$ cat config.mk
export PLATFORM = sky130hd
export DESIGN_NAME = nestedfor_pair_streamer_flat
export DESIGN_NICKNAME = d
export VERILOG_FILES = /design/src/rtl/nestedfor_pair_streamer_pkg.sv /design/src/rtl/nestedfor_pair_streamer_if.sv /design/src/rtl/nestedfor_pair_streamer_fifo.sv /design/src/rtl/nestedfor_pair_streamer.sv /design/src/flat_wrapper.sv
export SDC_FILE = /design/constraint.sdc
export NUM_CORES = 1
export LEC_CHECK = 0
export BUFFER_PORTS_ARGS = -buffer_cell sky130_fd_sc_hd__buf_2
export CAP_MARGIN = 20
export CORE_ASPECT_RATIO = 0.7
export CORE_UTILIZATION = 50
export CTS_CLUSTER_SIZE = 30
export DETAILED_ROUTE_END_ITERATION = 12
export HOLD_SLACK_MARGIN = 0.02
export PLACE_DENSITY = 0.72
export SLEW_MARGIN = 0
export SYNTH_ARGS = -nofsm -noshare
export SYNTH_HDL_FRONTEND = slang
export SYNTH_SLANG_ARGS = --single-unit
export TNS_END_PERCENT = 1
$ cat constraint.sdc
create_clock -name clk -period 6.46 [get_ports clk]
set_input_delay 0.646 -clock clk [delete_from_list [all_inputs] [get_ports clk]]
set_output_delay 0.646 -clock clk [all_outputs]
set_load 0.02 [all_outputs]
$ cat src/rtl/nestedfor_pair_streamer_pkg.sv
// Shared types and defaults for the nested-for pair streamer.
// The FSM state encoding and the pair-width helper live here.
package nestedfor_pair_streamer_pkg;

   typedef enum logic [1:0] {StIdle, StRun, StDrain, StDone} state_e;

   localparam int unsigned DW = 8;
   localparam int unsigned PW = 2 * DW;

   function automatic int unsigned pair_width(input int unsigned dw);
      return 2 * dw;
   endfunction

endpackage

$ cat src/rtl/nestedfor_pair_streamer_if.sv
// Upstream read port and downstream ready/valid pair stream of the streamer.
// The master modport is the streamer side.
interface nestedfor_pair_streamer_if #(
   parameter int unsigned DW = 8
);
   logic            up_re;
   logic            up_valid;
   logic [2*DW-1:0] up_pair;
   logic            m_valid;
   logic            m_ready;
   logic [2*DW-1:0] m_data;
   logic            m_last;

   modport master (
      output up_re, m_valid, m_data, m_last,
      input  up_valid, up_pair, m_ready
   );

   modport slave (
      input  up_re, m_valid, m_data, m_last,
      output up_valid, up_pair, m_ready
   );
endinterface

$ cat src/rtl/nestedfor_pair_streamer_fifo.sv
// Registered-pointer synchronous FIFO holding pairs, with occupancy output.
// Push when full and pop when empty are dropped.
module pair_sync_fifo #(
   parameter int unsigned PW    = 16,
   parameter int unsigned DEPTH = 4
) (
   input  logic                     clk,
   input  logic                     rst,
   input  logic                     push,
   input  logic                     pop,
   input  logic [PW-1:0]            wdata,
   output logic [PW-1:0]            rdata,
   output logic [$clog2(DEPTH):0]   occ
);
   localparam int unsigned PtrW = $clog2(DEPTH);

   logic [PtrW-1:0]   wr_ptr_q, wr_ptr_d, rd_ptr_q, rd_ptr_d;
   logic [PtrW:0]     occ_q, occ_d;
   logic [PW-1:0]     mem_q [DEPTH];
   logic [PW-1:0]     mem_d [DEPTH];
   logic              do_push, do_pop;

   always_comb begin
      do_push  = push && (occ_q != (PtrW+1)'(DEPTH));
      do_pop   = pop && (occ_q != '0);
      wr_ptr_d = wr_ptr_q;
      rd_ptr_d = rd_ptr_q;
      occ_d    = occ_q;
      mem_d    = mem_q;
      // Power-of-2 depth lets the pointers wrap by plain overflow.
      if (do_push) begin
         mem_d[wr_ptr_q] = wdata;
         wr_ptr_d        = wr_ptr_q + PtrW'(1);
      end
      if (do_pop) rd_ptr_d = rd_ptr_q + PtrW'(1);
      if (do_push && !do_pop)      occ_d = occ_q + (PtrW+1)'(1);
      else if (!do_push && do_pop) occ_d = occ_q - (PtrW+1)'(1);
   end

   always_ff @(posedge clk) begin
      if (rst) begin
         wr_ptr_q <= '0;
         rd_ptr_q <= '0;
         occ_q    <= '0;
      end else begin
         wr_ptr_q <= wr_ptr_d;
         rd_ptr_q <= rd_ptr_d;
         occ_q    <= occ_d;
      end
   end

   always_ff @(posedge clk) begin
      mem_q <= mem_d;
   end

   assign rdata = mem_q[rd_ptr_q];
   assign occ   = occ_q;
endmodule

$ cat src/rtl/nestedfor_pair_streamer.sv
// Consumes pairs from the upstream nested-for FIFO under credit control and
// re-issues them as a ready/valid stream with a last marker, count and done pulse.
module nestedfor_pair_streamer
   import nestedfor_pair_streamer_pkg::*;
#(
   parameter int unsigned DW    = 8,
   parameter int unsigned AW    = 8,
   parameter int unsigned DEPTH = 4,
   parameter int unsigned CW    = 2 * AW
) (
   input  logic                         clk,
   input  logic                         rst,
   input  logic                         start,
   nestedfor_pair_streamer_if.master    bus,
   output logic                         busy,
   output logic                         done,
   output logic [CW-1:0]                pair_count
);
   localparam int unsigned PairW = pair_width(DW);
   localparam int unsigned OccW  = $clog2(DEPTH) + 1;

   state_e          state_q, state_d;
   logic            re_q, re_d;
   logic [CW-1:0]   count_q, count_d;
   logic [OccW-1:0] occ;
   logic [PairW-1:0] head;
   logic            push, pop, end_det;
   logic            up_re, m_valid, m_last;

   pair_sync_fifo #(
      .PW    (PairW),
      .DEPTH (DEPTH)
   ) u_fifo (
      .clk   (clk),
      .rst   (rst),
      .push  (push),
      .pop   (pop),
      .wdata (bus.up_pair),
      .rdata (head),
      .occ   (occ)
   );

   always_comb begin
      state_d = state_q;
      count_d = count_q;
      up_re   = 1'b0;
      m_valid = 1'b0;
      m_last  = 1'b0;
      done    = 1'b0;
      // up_valid is only fresh the cycle after a read; otherwise it is a held copy.
      push    = (state_q == StRun) && re_q && bus.up_valid;
      end_det = (state_q == StRun) && re_q && !bus.up_valid;
      unique case (state_q)
         StIdle: begin
            if (start) begin
               state_d = StRun;
               count_d = '0;
            end
         end
         StRun: begin
            // The newest entry might be the final pair, so hold it back.
            m_valid = (occ >= OccW'(2));
            if (end_det) state_d = StDrain;
            else         up_re   = (int'(occ) + int'(re_q)) < int'(DEPTH);
         end
         StDrain: begin
            m_valid = (occ != '0);
            m_last  = (occ == OccW'(1));
            if (occ == '0) state_d = StDone;
         end
         StDone: begin
            done    = 1'b1;
            state_d = StIdle;
         end
         default: state_d = StIdle;
      endcase
      if (push) count_d = count_q + CW'(1);
      re_d = up_re;
   end

   always_ff @(posedge clk) begin
      if (rst) begin
         state_q <= StIdle;
         re_q    <= 1'b0;
         count_q <= '0;
      end else begin
         state_q <= state_d;
         re_q    <= re_d;
         count_q <= count_d;
      end
   end

   assign pop         = m_valid && bus.m_ready;
   assign bus.up_re   = up_re;
   assign bus.m_valid = m_valid;
   assign bus.m_last  = m_last;
   assign bus.m_data  = head;
   assign busy        = (state_q != StIdle);
   assign pair_count  = count_q;
endmodule

$ cat src/flat_wrapper.sv
// flat-port wrapper written by rule: the top's interface ports become plain ports
module nestedfor_pair_streamer_flat import nestedfor_pair_streamer_pkg::*;
#(
   parameter int unsigned DW    = 8,
   parameter int unsigned AW    = 8,
   parameter int unsigned DEPTH = 4,
   parameter int unsigned CW    = 2 * AW
)
  (clk, rst, start, busy, done, pair_count, bus_up_re, bus_m_valid, bus_m_data, bus_m_last, bus_up_valid, bus_up_pair, bus_m_ready);
  nestedfor_pair_streamer_if #(.DW(DW)) bus_i ();
  input  logic clk;
  input  logic rst;
  input  logic start;
  output logic busy;
  output logic done;
  output logic [CW-1:0] pair_count;
  output wire logic [$bits(bus_i.up_re)-1:0] bus_up_re;
  output wire logic [$bits(bus_i.m_valid)-1:0] bus_m_valid;
  output wire logic [$bits(bus_i.m_data)-1:0] bus_m_data;
  output wire logic [$bits(bus_i.m_last)-1:0] bus_m_last;
  input wire logic [$bits(bus_i.up_valid)-1:0] bus_up_valid;
  input wire logic [$bits(bus_i.up_pair)-1:0] bus_up_pair;
  input wire logic [$bits(bus_i.m_ready)-1:0] bus_m_ready;
  assign bus_up_re = bus_i.up_re;
  assign bus_m_valid = bus_i.m_valid;
  assign bus_m_data = bus_i.m_data;
  assign bus_m_last = bus_i.m_last;
  assign bus_i.up_valid = bus_up_valid;
  assign bus_i.up_pair = bus_up_pair;
  assign bus_i.m_ready = bus_m_ready;
  nestedfor_pair_streamer #(.DW(DW), .AW(AW), .DEPTH(DEPTH), .CW(CW)) u_core (.clk(clk), .rst(rst), .start(start), .bus(bus_i), .busy(busy), .done(done), .pair_count(pair_count));
endmodule
==> key figures <==
Run status
  • Outcome: complete, no violations

Min path
  • WHS Endpoint: u_core.pair_count[14]
  • HP Class: register to register
  • Hold_sp: u_core.pair_count[14]
  • Hold-critical path depth: 2

Setup path
  • Crit path buf inv count: 2
  • Worst R2R Start: u_core.state_q[1]
  • Max FO, Critical Path: 13
  • Crit-path max cell delay: 0.59 ns
  • Worst path cell trace: buf_4, mux4_2, buf_2
  • Reg-to-reg slack, setup: 3.95 ns
  • Worst setup EP type: output port
  • Worst Reg-to-Reg Cells: 5
  • Critical Path RT: 5.81 ns
  • Reg-to-Reg End: u_core.u_fifo.mem_q[27]
  • WS Path Type: register to output port
  • CP max stage cell: dfxtp_1
  • Crit path DAT: 2.01 ns
  • CP Launch Type: register
  • Delay-heaviest family, CP: flip-flops
  • CP startpoint: u_core.u_fifo.rd_ptr_q[0]

Synthesis
  • Cell taking the most area after synthesis: edfxtp_1
  • Number of flops mapped to enable cells by yosys: 64
  • Net Count, Synth: 301
  • Synth top cells by count: edfxtp_1, dfxtp_1, nor2_1
  • Mux contribution to synthesized area: 0.1177
  • Top cell type's share of synthesized area: 0.4966
  • Mapped cell area: 3870 um2
  • Avg Cell Area, Syn: 14.60 um2
  • Area share of fa/ha/maj cells after synthesis: 0.04850
  • Seq/Total Area, Yosys: 0.6311
  • Simple-gate area share of the yosys netlist: 0.1022
  • Largest family of logic cells by synthesized area: multiplexers
  • Compound-cell area share of the yosys netlist: 0.06693
  • Synthesized flop and latch total: 90
  • Synth Flop Type: edfxtp_1
  • Post-synth cell types: 49
  • Async SR Flop Fraction: 0
  • Syn. warnings: 0
  • Cells after Synth: 265
  • Top post-synthesis cells by area: edfxtp_1, dfxtp_1, mux4_2
  • Post-Synth XOR/XNOR Area: 0.006790
  • Count leader, synth: edfxtp_1

STA
  • TNS Setup: 0 ns
  • Post-route clock period utilization: 0.4113
  • Final Max Slew Viols: 0
  • Hold Vio Cnt, Final: 0
  • Max Fclk: 376.4 MHz
  • Post-Route Skew: 0.01073 ns
  • WHS: 0.4926 ns
  • Min cycle time layout: 2.657 ns
  • Measured slew at the worst slew-check pin: 0.8295 ns
  • Final Setup Violations: 0
  • Worst rel slew slack: 0.4462
  • Setup ws final: 3.803 ns
  • RSZ-0062 raised after global routing: false

CTS
  • CTS H-tree lvls: 3
  • CTS resizes: 0
  • Hold buffer count at cts: 0
  • CTS tree: yes
  • CTS Sinks: 90
  • Root Buffer: clkbuf_8
  • Worst-path clk slew: 0.08 ns
  • Setup repair bufs after CTS: 0
  • Worst-case clock buffer depth: 2
  • Clk Latency, worst-skew pair: 0.35 ns
  • CTS Buf Count: 9

Place
  • Number of I/O port buffers: 57
  • Placer congestion estimate: 0.7355
  • Dpl ws: 3.940 ns
  • Dpl hpwl: 4845 um

Route
  • DRC viols: 0
  • Initial DRC count: 145
  • Drt pass-1 iters: 4
  • Via density: 5.496
  • Vias: 2336
  • Final ANT Viol Nets: 0
  • Routed WL: 6985 um
  • Routed wire per std cell: 16.44 um

Power and ir drop
  • Leak pwr: 0.001621 uW
  • Sw frac: 0.2629
  • Sw power: 307.3 uW
  • Clk pwr share: 0.317
  • Sequential power share: 0.549
  • Combinational share of power: 0.133
  • Power Internal: 861.5 uW
  • P per Cell Area: 265.5 nW/um2
  • Peak VDD IR: 0.1058 mV

Finish
  • Share of cells above drive strength 1: 0.3180
  • Final Util: 0.5962
  • Ant diodes: 0
  • Area Overhead vs Synth: 13.77%
  • Layout Nets: 359

Global routing
  • Remaining global-route overflow: 0
  • Pin count of the biggest net entering global routing: 27
  • First-pass GRT wire length: 10710 um
  • Overall routing resource usage: 0.1837
  • Initial antenna violation count: 0
  • Vias in the first global route: 2104

Job
  • Max Cap Viol: 0

Floorplanning
  • Die Span Y: 75.61 um
  • Top-Level Pins: 58
  • Core Box Area: 7385 um2
  • Std-Cell Rows: 26
  • Die ar.: 8101 um2
  • Starting Density: 0.5241
  • Chip width: 107.2 um
routing by layer:
layer  GRT usage  part of all wire  vias to the layer above
met4     0.07610             0.011                        0
met2      0.2695              0.44                       67
met3     0.05304             0.059                        7
met1      0.2599              0.49                     1133
li1            -                 -                     1129
met5           0                 0                        -
worst register-to-register path, delay by kind of cell, from the launching register on:
kind                       cells  cell delay [ns]
buffers and inverters          1             0.09
DFF                            1             0.35
adders and majority gates      1             0.30
AOI/OAI and AO/OA              1             0.37
and+or+nand+nor                2             1.03
layout by cell type, fill, tap and decap left out, types with 2 or more instances in the layout:
cell type,instances
nor3_1,2
or3_1,3
or4_1,2
clkbuf_8,9
ha_1,15
inv_6,2
xor2_1,2
dfxtp_1,26
and2_1,4
o211ai_1,3
nand4_1,3
inv_1,9
edfxtp_1,64
and4_1,2
mux2_2,4
and3_1,4
mux4_2,16
or2_2,4
nor4_1,3
a211oi_1,2
nor2_1,20
mux2i_1,5
nand2_1,14
o21ai_0,9
nand3_1,6
buf_2,57
a21oi_1,11
worst max path at each step:
stage | to | slack (ns) | cells after the start
final | bus_m_data[14] | 3.80 | 3
after global routing | bus_m_data[14] | 3.65 | 3
after CTS | bus_m_data[14] | 3.75 | 3
after detailed placement | u_core.u_fifo.mem_q[59] | 3.94 | 4
after global placement | u_core.u_fifo.mem_q[25] | 4.02 | 4
after floorplan | u_core.u_fifo.occ[2] | 4.33 | 8
power groups by stage:
stage                     clock network (uW)  registers [uW]  logic [uW]
after global routing                     404             645         172
after global placement                     0             654         152
after floorplan                            0             652         111
after CTS                                385             642         155
final                                    371             642         156
after detailed placement                   0             656         154
cells by family (layout without fill, tap and decap cells):
| kind of cell | count (synthesis) | count (layout) |
|---|---|---|
| adder cells (fa/ha/maj) | 15 | 15 |
| buffers and inverters | 20 | 82 |
| flip-flops | 90 | 90 |
| multiplexers | 25 | 25 |
| AND/OR/NAND/NOR | 73 | 73 |
| AO/OA/AOI/OAI | 39 | 39 |
| XOR/XNOR | 3 | 3 |
sequential cells by signal, summed over array words and instances (netlist names):
register / flops
u_core.u_fifo.wr_ptr_q: 2
u_core.u_fifo.rd_ptr_q: 2
u_core.re_q: 1
u_core.pair_count: 16
u_core.u_fifo.mem_q: 64
u_core.state_q: 2
u_core.u_fifo.occ: 3
metrics by stage:
stage          cell area, um2  power (uW)  instances
5_1_grt                  4403        1221        425
3_3_place_gp             4215       806.0        410
3_5_place_dp             4215       809.8        410
2_1_floorplan            3870       762.9        265
6_report                 4403        1169        425
4_1_cts                  4403        1182        425
area by class of cell:
type                       count  area [um2]
sequential                    90        2442
clock buffer                   9       123.9
tap                           98       122.6
multi-input combinational    155        1324
clock inverter                 6       63.81
inverter                       9       33.78
fill                         584        2982
timing repair buffer          58       292.8
No activity file was read; power rests on OpenSTA's default activity.
